`config.mk`:
```
export PLATFORM = sky130hd
export DESIGN_NAME = conv_tap_sequencer
export DESIGN_NICKNAME = d
export VERILOG_FILES = /design/src/rtl/conv_tap_sequencer.sv
export SDC_FILE = /design/constraint.sdc
export NUM_CORES = 1
export LEC_CHECK = 0
export BUFFER_PORTS_ARGS = -buffer_cell sky130_fd_sc_hd__buf_2
export CORE_MARGIN = 1
export CORE_UTILIZATION = 42
export DETAILED_ROUTE_END_ITERATION = 8
export PLACE_DENSITY_LB_ADDON = 0.3
export SLEW_MARGIN = 10
export SYNTH_ARGS = -nofsm -noshare
export SYNTH_HDL_FRONTEND = slang
export SYNTH_SLANG_ARGS = --single-unit
```
`constraint.sdc`:
```
create_clock -name Clk -period 8.4 [get_ports Clk]
set_input_delay 0.42 -clock Clk [delete_from_list [all_inputs] [get_ports Clk]]
set_output_delay 0.42 -clock Clk [all_outputs]
set_load 0.005 [all_outputs]
```
`src/rtl/conv_tap_sequencer.sv`:
```
// Buffers one kernel window of pixel/weight pairs and streams their signed
// products, each held HOLD cycles. Optional zero-weight skip: CONV_TAP_ZERO_SKIP_EN.
module conv_tap_sequencer #(
  parameter int DATA_W = 16,
  parameter int TAPS   = 9,
  parameter int OUT_W  = 32,
  parameter int HOLD   = 2
) (
  input  logic              Clk,
  input  logic              Reset,
  input  logic              LoadValid,
  input  logic [DATA_W-1:0] LoadPixel,
  input  logic [DATA_W-1:0] LoadWeight,
  output logic              LoadReady,
  output logic              AccumReset,
  output logic [OUT_W-1:0]  ProdOut,
  output logic              ProdValid,
  output logic              WindowDone
);

  localparam int IW = $clog2(TAPS + 1);
  localparam int HW = (HOLD > 1) ? $clog2(HOLD) : 1;

  typedef enum logic [1:0] {
    IDLE,
    CLEAR,
    STREAM,
    DONE
  } state_t;

  state_t state, state_n;

  logic [IW-1:0] lidx;
  logic [IW-1:0] sidx;
  logic [IW-1:0] seek_start;
  logic [IW-1:0] seek_idx;
  logic [IW-1:0] rd_idx;
  logic [HW-1:0] hcnt;
  logic          seek_ok;
  logic          hold_last;
  logic          load_last;
  logic          accept;
  logic          advance;

  logic signed [DATA_W-1:0]   pix [TAPS];
  logic signed [DATA_W-1:0]   wgt [TAPS];
  logic signed [2*DATA_W-1:0] prod;
  logic        [OUT_W-1:0]    prod_ext;

  assign accept     = (state == IDLE) && LoadValid;
  assign load_last  = lidx == IW'(TAPS - 1);
  assign hold_last  = hcnt == HW'(HOLD - 1);
  assign seek_start = (state == CLEAR) ? '0 : sidx + 1'b1;

`ifdef CONV_TAP_ZERO_SKIP_EN
  // Lowest non-zero-weight tap at or after seek_start.
  always_comb begin
    seek_ok  = 1'b0;
    seek_idx = '0;
    for (int i = TAPS - 1; i >= 0; i--) begin
      if (i >= int'(seek_start) && wgt[i] != '0) begin
        seek_ok  = 1'b1;
        seek_idx = IW'(i);
      end
    end
  end
`else
  assign seek_ok  = seek_start < IW'(TAPS);
  assign seek_idx = seek_start;
`endif

  assign rd_idx   = seek_ok ? seek_idx : '0;
  assign prod     = pix[rd_idx] * wgt[rd_idx];
  assign prod_ext = OUT_W'(prod);
  assign advance  = (state == CLEAR) ||
                    ((state == STREAM) && hold_last);

  always_comb begin
    state_n = state;
    unique case (state)
      IDLE:   if (accept && load_last) state_n = CLEAR;
      CLEAR:  state_n = seek_ok ? STREAM : DONE;
      STREAM: if (hold_last && !seek_ok) state_n = DONE;
      DONE:   state_n = IDLE;
      default: state_n = IDLE;
    endcase
  end

  always_ff @(posedge Clk) begin
    if (accept) begin
      pix[lidx] <= LoadPixel;
      wgt[lidx] <= LoadWeight;
    end
  end

  always_ff @(posedge Clk or posedge Reset) begin
    if (Reset) begin
      state      <= IDLE;
      lidx       <= '0;
      sidx       <= '0;
      hcnt       <= '0;
      LoadReady  <= 1'b1;
      AccumReset <= 1'b0;
      ProdValid  <= 1'b0;
      WindowDone <= 1'b0;
      ProdOut    <= '0;
    end else begin
      state <= state_n;
      if (accept) lidx <= load_last ? '0 : lidx + 1'b1;
      if (state == STREAM && !hold_last) hcnt <= hcnt + 1'b1;
      else hcnt <= '0;
      if (state == DONE) sidx <= '0;
      else if (advance) sidx <= seek_idx;
      // Outputs track the state being entered so they stay registered.
      LoadReady  <= state_n == IDLE;
      AccumReset <= state_n == CLEAR;
      ProdValid  <= state_n == STREAM;
      WindowDone <= state_n == DONE;
      if (state_n != STREAM) ProdOut <= '0;
      else if (advance) ProdOut <= prod_ext;
    end
  end

endmodule

```
After elaboration in Yosys (flattened, before gate mapping)
Memories as Yosys holds them, arrays and structs flattened. Cells that the tools add are included.

Muxes and demuxes: 14. $lt $le $gt $ge: 1. Reduce and logical (&&, ||, !) cells: 12. Multiply operators: 1. Add/subtract/negate cells: 3. Equality and inequality tests: 8.

Operator list (count): 2-to-1 mux 32 bit (2); multiplier 16 x 16 -> 32 bit (1); 2-to-1 mux 4 bit (5); adder 4 x 1 -> 4 bit, second input constant (2); == test 2 bit, second input constant (4); case mux 2 bit (4 select lines) (1); logical AND 1 bit (5); == test 2 x 1 -> 1 bit, second input constant (2); == test 4 bit, second input constant (1); zero test 2 bit (2); less-than comparator 4 bit, second input constant (1); 2-to-1 mux 1 bit (4); 2-to-1 mux 2 bit (2); nonzero test 2 bit (2); zero test 1 bit (2); != test 2 bit, second input constant (1); adder 1 bit, second input constant (1); logical OR 1 bit (1).

Input port bits: 35. Bits in writable memories: 288. Word-level logic and storage cells: 50. Memories: 2. Bits in registers: 47.

Memory list: pix (depth 9, width 16, read ports 1, clocked after Yosys merged registers in 0, wr ports 1, line 45) `logic signed [DATA_W-1:0] pix [TAPS];`; wgt (depth 9, width 16, read ports 1, clocked after Yosys merged registers in 0, wr ports 1, line 46) `logic signed [DATA_W-1:0] wgt [TAPS];`.

Logic depth before layout (Yosys ltp)
Gate-level depths: netlist (run 1).

Depth after elaboration: 9. Gate-level depth with buffers: 34. Gate-level depth less buffers: 29.

Worst setup path before layout (run 1)
OpenSTA, ideal clock, no wires.

Path kind: flip-flop to flip-flop. From: register state[0]. To: register ProdOut[31]. Setup slack: 572 ps. Stages on the path, launching flop included: 29. Arrival: 7707 ps. Clock period less this slack: 7828 ps. Buffers on the path: 3. Required time: 8279 ps. Cell sequence: dfrtp_1 -> ha_1 -> buf_6 -> or2_1 -> buf_2 -> nor2_4 -> buf_4 -> mux4_2 -> and2_1 -> a211oi_4 -> nor2_1 -> fa_1 -> inv_1 -> fa_1 -> inv_1 -> fa_1 -> fa_1 -> fa_1 -> inv_1 -> fa_1 -> inv_1 -> ha_1 -> a21o_1 -> a21o_1 -> a2111oi_0 -> nand3b_1 -> a311oi_2 -> mux2i_1 -> a22o_1.

Word-level cells in the longest chain between the ends: 9. Elaborated cells on any way between the ends: 24. Those cells by class: 1 x mul; 1 x order compare; 4 x eq/ne; 8 x mux; 8 x reduce/logical; 2 x memory.

RTL lines: start, declared (line 31) `state_t state, state_n;`; start signal, assigned (line 108) `state <= state_n;`; parallel branches: the longest is 9 deep, another holds multiplier 16 x 16 -> 32 bit; end signal, assigned (line 120) `else if (advance) ProdOut <= prod_ext;`; end, declared (line 16) `output logic [OUT_W-1:0] ProdOut,`.

Parallel ways; which one is timed is not known. The select of a mux whose other input is x is not followed. A chain may end at the register's enable or synchronous reset.

Final worst setup path (run 1)
From: register state[1]. To: register ProdOut[31].

The elaborated chain is that of the path after synthesis.

==> results of run 1 <==
[state kept, by name, indices dropped and copies added, names as in the netlist, 2 cells and up]
register,count
sidx,4
wgt,144
state,2
pix,144
ProdOut,32
lidx,4
[cells in the final DEF (no fill, tap or decap), drive strengths merged, types with 4 or more instances in the layout]
master and count:
a211o 19, a211oi 32, a21o 14, a21oi 50, a221oi 64, a22oi 6, a31oi 5, and2 37
and3 13, buf 192, clkbuf 48, clkinv 16, dfrtp 46, edfxtp 288, fa 262, ha 92
inv 301, mux2i 12, mux4 27, nand2 169, nand2b 19, nand3 16, nand4 4, nor2 164
nor2b 11, nor3 42, o211ai 6, o21ai 25, or2 14, xnor2 18, xor2 10
[worst paths after layout]
kind	from	to	slack [ps]	depth (start not counted)
min in group Clk	LoadWeight[5]	wgt[2][5]$_DFFE_PP_	120	1
max in group asynchronous	Reset	ProdOut[9]$_DFFE_PP0P_	7640	2
worst max-delay path	state[1]$_DFF_PP0_	ProdOut[31]$_DFFE_PP0P_	340	28
worst min-delay path	Reset	lidx[2]$_DFFE_PP0P_	90	2
worst min register to register	ProdOut[17]$_DFFE_PP0P_	ProdOut[17]$_DFFE_PP0P_	510	2
worst max register to register	state[1]$_DFF_PP0_	ProdOut[31]$_DFFE_PP0P_	340	28
[cell usage after synthesis, types with 4 or more instances]
library cell    n  area, sq um
a21oi_1        48          240
inv_1         299         1120
a22oi_1         6         45.0
a211oi_4        5          100
or2_2          12         75.1
xor2_1         10         87.6
nand4_1         4         25.0
and3_1         13         81.3
clkbuf_1       16         60.1
ha_1           92         1150
a221oi_4        5          131
a221oi_1       54          473
a31oi_1         5         31.3
nand3_1        14         70.1
mux2i_1        12          120
and2_1         34          213
mux4_2         27          608
xnor2_1        18          158
buf_6          21          236
nand2b_1       19          119
nor2b_1        10         62.6
dfrtp_1        46         1150
buf_4          10         75.1
o21ai_0        23          115
nor3_1         42          210
a221oi_2        5         75.1
a211oi_2       14          175
buf_1           6         22.5
buf_2          27          135
edfxtp_1      288         8650
a211oi_1       13         97.6
a211o_1        19          166
fa_1          262         5250
a21o_1         14          105
nand2_1       169          634
nor2_1        160          601
o211ai_1        6         45.0
[what timing repair did]
item | 4_1_cts | 5_1_grt
setup buffers | 3 | 9
endpoints found under the setup margin | 2 | 5
cloned | 0 | 1
resized for setup | 6 | 17
pin swaps | 1 | 8
[layer usage]
metal / GRT usage [%] / vias up / share of wire, %
met5: 0 / - / 0.022
met4: 6.39 / 2 / 2.6
met3: 3.02 / 103 / 6.1
met2: 37.4 / 449 / 50
met1: 27.9 / 7776 / 41
li1: - / 6723 / -
[area by class of cell]
class / instances / area (sq um) / share of cell area, %
Multi-Input combinational cell: 1178 / 12000 / 45.1
Sequential cell: 335 / 9830 / 37.1
Timing Repair Buffer: 193 / 1470 / 5.53
Inverter: 299 / 1120 / 4.23
Clock buffer: 47 / 985 / 3.71
Tap cell: 739 / 925 / 3.49
Clock inverter: 21 / 229 / 0.864
[cell families (layout without fill, tap and decap cells)]
kind of cell / after synthesis / in the layout
adders and majority gates: 354 / 354
DFF: 335 / 335
and+or+nand+nor: 504 / 504
muxes: 41 / 41
buffers and inverters: 379 / 560
AOI/OAI and AO/OA: 251 / 251
xor gates and xnor gates: 28 / 28
[per-stage QoR]
step / instance area [sq um] / hold slack, ps / std cells / utilization [%] / TNS, ps
after floorplan: 23300 / 465 / 1892 / - / 0
after CTS: 26300 / 107 / 2802 / 48.4 / 0
final: 26500 / 87.2 / 2812 / 48.8 / 0
after global routing: 26500 / 130 / 2812 / 48.8 / 0
after global placement: 25000 / 488 / 2731 / 46.1 / -111
after detailed placement: 25000 / 497 / 2731 / 46.1 / -287
==> reports/qor.csv, run 1 <==
stage;metric;value;unit
detailed_routing;Pre-antenna DRT Iters;5;
clocking;Root Driver;clkbuf_16;
placed_design;HPWL after detailed placement;43400;um
worst_setup_path;Crit. End Element;flop;
yosys;main combinational cell family by area after synthesis;adder cells;
timing;Setup violations, final;0;
worst_setup_path;CP max-delay cell;fa_1;
worst_setup_path;Startpoint Class;flop;
placed_design;Final GP Congestion;0.958;
global_routing;All-Layer GR Usage;21.5;%
placed_design;# port buffers;70;
worst_setup_path;Arrival @ worst endpoint;8520;ps
timing;Period minus WS final;8060;ps
global_routing;total grt overflow;0;
yosys;post-synthesis compound-gate area fraction;9.03;%
worst_setup_path;Req. time, crit path;8860;ps
detailed_routing;Detail Route Antenna Nets;0;
yosys;ys async rst share;14.0;%
yosys;Synth Area in Adders;27.5;%
timing;RSZ-0062 raised after global routing;no;
yosys;Syn Std Cell Area;23300;sq um
worst_setup_path;Worst Path Max Fanout;12;
placed_design;DP Worst Slack;-159;ps
yosys;post-synthesis sequential area ratio;42.2;%
hold_path;worst hold-check path type;in -> async;
yosys;syn nets;2281;
layout;NumNets Final;2434;
detailed_routing;Vias;15100;
worst_setup_path;crit-path most repeated cell;fa_1;
yosys;Avg Cell Area, Syn;12.3;sq um
status;status;finished clean;
worst_setup_path;crit path kind;reg -> reg;
clocking;CTS tree;built;
layout;Antenna diodes;0;
yosys;XOR/XNOR Fraction of Synth Area;1.05;%
yosys;synth unique cells;78;
floorplanning;Die Y;238;um
detailed_routing;vias per std cell;5.35;
timing;period utilization;96.0;%
yosys;synthesized instance count;1892;
yosys;Yosys reg bits;335;
timing;Slew Limit Headroom;29.5;%
timing;clock skew;21.7;ps
detailed_routing;final wirelength;58500;um
yosys;Post-synth EDFFs;288;
worst_setup_path;Largest stage delay, worst path;550;ps
global_routing;first-pass GRT wire length;92300;um
detailed_routing;DRC;0;
yosys;Synth Area in Simple Gates;9.96;%
clocking;Clk pin slew, worst setup/hold paths;60;ps
layout;ratio of cells with drive above 1 in the final layout;17.2;%
timing;crit path setup slack, layout;336;ps
clocking;CTS max path bufs;3;
detailed_routing;DR iter-0 viols;926;
global_routing;initial antenna violation count;2;
floorplanning;Die W;238;um
job;max-cap violations;0;
floorplanning;initial core utilization;42.9;%
clocking;clk sinks;335;
timing;max-slew violations;0;
layout;fillcell total;4796;
detailed_routing;drt wl/cell;20.8;um
timing;final-report hold violation count;0;
clocking;CTS Hold Buffers Added;0;
worst_setup_path;Worst Path Buf+Inv;6;
clocking;clock insertion delay at the later pin of the skew report;580;ps
clocking;CTS H-Tree Depth;2;
worst_setup_path;CP delay by family, top;adder cells;
timing;slew at the pin with the worst max-slew slack;1060;ps
timing;fmax;0.124;GHz
global_routing;largest net degree at the start of global routing;48;
yosys;Synthesis Warnings;0;
floorplanning;Cell Rows;85;
layout;area grow syn2layout;13.8;%
floorplanning;num ports;71;
clocking;number of buffers created by CTS;38;
yosys;proportion of synthesized area in mux cells;3.22;%
global_routing;vias in the first global route;16300;
floorplanning;die area;56400;sq um
yosys;top_reg_cell synth;edfxtp_1;
floorplanning;Core ar.;54300;sq um
Power of run 1 is not shown: default switching activity piles up to over one toggle a cycle in this logic, so the estimate is an artifact.
==> run 2: changes to the inputs <==
clock period = 6.49 ns   (was 8.4 ns; I/O delays follow)
==> reports/qor.csv, run 2 (same netlist as run 1, synthesis figures left out) <==
stage;metric;value;unit;change
clocking;Root Driver;clkbuf_16;;
layout;most frequent cells in the layout;292 x buf_4, 288 x edfxtp_1, 282 x inv_1, 250 x fa_1, 163 x nand2_1;;
worst_setup_path;crit-path most repeated cell;fa_1;;
global_routing;total grt overflow;0;;unchanged
global_routing;largest net degree at the start of global routing;48;;unchanged
clocking;CTS H-Tree Depth;2;;unchanged
timing;max-slew violations;0;;unchanged
clocking;number of buffers created by CTS;36;;-5.3%
timing;clock skew;34.7;ps;+13.0 ps
job;max-cap violations;0;;unchanged
layout;area grow syn2layout;25.7;%;
clocking;Clk pin slew, worst setup/hold paths;60;ps;about the same
floorplanning;Core ar.;54300;sq um;unchanged
global_routing;initial antenna violation count;3;;+1
detailed_routing;drt wl/cell;20.5;um;-1.7%
worst_setup_path;crit path kind;reg -> reg;;
worst_setup_path;Worst Reg-to-Reg Cells;27;;-3.6%
clocking;clk sinks;335;;unchanged
layout;top flop regs;pix x144, wgt x144, ProdOut x32;;
floorplanning;Die Y;238;um;unchanged
worst_setup_path;RR Endpoint;ProdOut[29]$_DFFE_PP0P_;;
clocking;CTS tree;built;;
placed_design;Final GP Congestion;0.918;;-4.3%
worst_setup_path;Crit. End Element;flop;;
timing;final-report hold violation count;0;;unchanged
timing;period utilization;119;%;+23 points
detailed_routing;DRC;0;;unchanged
detailed_routing;final wirelength;62300;um;+6.4%
global_routing;All-Layer GR Usage;22.6;%;+1.1 points
floorplanning;Die W;238;um;unchanged
timing;crit path setup slack, layout;-1220;ps;-1550 ps
worst_setup_path;Worst Path Max Fanout;7;;-5
detailed_routing;DR iter-0 viols;1061;;+15%
hold_path;worst hold-check path type;in -> async;;
floorplanning;die area;56400;sq um;unchanged
worst_setup_path;Critical R2R Launch;sidx[1]$_DFFE_PP0P_;;
worst_setup_path;Req. time, crit path;6930;ps;-1930 ps
detailed_routing;vias per std cell;5.27;;-1.5%
detailed_routing;Pre-antenna DRT Iters;5;;unchanged
worst_setup_path;setup slack, reg-to-reg;-1220;ps;-1550 ps
worst_setup_path;Largest stage delay, worst path;610;ps;+60 ps
status;failing checks;negative setup slack;;
clocking;clock insertion delay at the later pin of the skew report;580;ps;about the same
status;status;finished with violations;;
detailed_routing;Vias;16000;;+6.6%
timing;Period minus WS final;7710;ps;-358 ps
layout;ratio of cells with drive above 1 in the final layout;31.6;%;+14 points
detailed_routing;Detail Route Antenna Nets;0;;unchanged
global_routing;vias in the first global route;17300;;+6.4%
timing;slew at the pin with the worst max-slew slack;1060;ps;+4.16 ps
timing;Setup Total Neg Slack;-18200;ps;-18200 ps
placed_design;HPWL after detailed placement;45600;um;+5.1%
timing;RSZ-0062 raised after global routing;yes;;
global_routing;first-pass GRT wire length;97000;um;+5.1%
timing;fmax;0.130;GHz;+4.6%
clocking;CTS max path bufs;3;;unchanged
layout;commonest non-fill, non-tap cell in the layout;buf_4;;
floorplanning;Cell Rows;85;;unchanged
timing;Slew Limit Headroom;29.2;%;-0.28 points
layout;NumNets Final;2668;;+9.6%
timing;Setup violations, final;23;;+23
floorplanning;initial core utilization;42.9;%;unchanged
worst_setup_path;CP max-delay cell;fa_1;;
worst_setup_path;Startpoint Class;flop;;
placed_design;# port buffers;70;;unchanged
floorplanning;num ports;71;;unchanged
worst_setup_path;Arrival @ worst endpoint;8150;ps;-370 ps
run 2: cell type report:
| class | instances | area, sq um |
|---|---|---|
| Sequential cell | 335 | 9830 |
| Multi-Input combinational cell | 1178 | 12700 |
| Inverter | 299 | 1120 |
| Clock buffer | 45 | 935 |
| Tap cell | 739 | 925 |
| Antenna cell | 1 | 2.50 |
| Timing Repair Buffer | 429 | 3610 |
| Fill cell | 4572 | 25100 |
| Clock inverter | 18 | 170 |
run 2: stage by stage:
stage	util (%)	hold WS, ps	setup WS, ps	std cells	area, sq um
after floorplan	-	423	-876	1892	23500
after global placement	49.5	474	-1250	2926	26900
after CTS	52.4	13.3	-1100	3005	28500
final	53.9	14.9	-1220	3044	29300
after detailed placement	49.5	476	-1360	2926	26900
after global routing	53.9	29.5	-1420	3044	29300
run 2: per-layer routing:
metal / wire (um) / track usage (%)
met1: 25800 / 29.1
met2: 31500 / 40.3
met3: 3460 / 3.25
met4: 1540 / 5.38
met5: 26 / 0
run 2: worst max-delay path by stage:
| stage | from | to | cells past startpoint |
|---|---|---|---|
| 2_1_floorplan | state[0]$_DFF_PP0_ | ProdOut[31]$_DFFE_PP0P_ | 28 |
| 3_3_place_gp | state[0]$_DFF_PP0_ | ProdOut[31]$_DFFE_PP0P_ | 27 |
| 3_5_place_dp | sidx[0]$_DFFE_PP0P_ | ProdOut[31]$_DFFE_PP0P_ | 27 |
| 4_1_cts | sidx[0]$_DFFE_PP0P_ | ProdOut[31]$_DFFE_PP0P_ | 30 |
| 5_1_grt | sidx[1]$_DFFE_PP0P_ | ProdOut[29]$_DFFE_PP0P_ | 30 |
| 6_report | sidx[1]$_DFFE_PP0P_ | ProdOut[29]$_DFFE_PP0P_ | 27 |
run 2: worst max-delay path, delay by kind of cell (launching register included):
| kind | cells | cell delay (ps) |
|---|---|---|
| buffers and inverters | 5 | 520 |
| AOI/OAI and AO/OA | 8 | 2020 |
| muxes | 1 | 310 |
| DFF | 1 | 420 |
| adders and majority gates | 8 | 3480 |
| and+or+nand+nor | 5 | 820 |
run 2: what timing repair did:
item,in CTS,in global routing
gates cloned,1,2
gates resized for setup,79,107
hold buffers,0,0
buffers inserted,15,38
pin swaps,26,46
setup endpoints to repair,24,24
Power of run 2 is left out for the same reason.
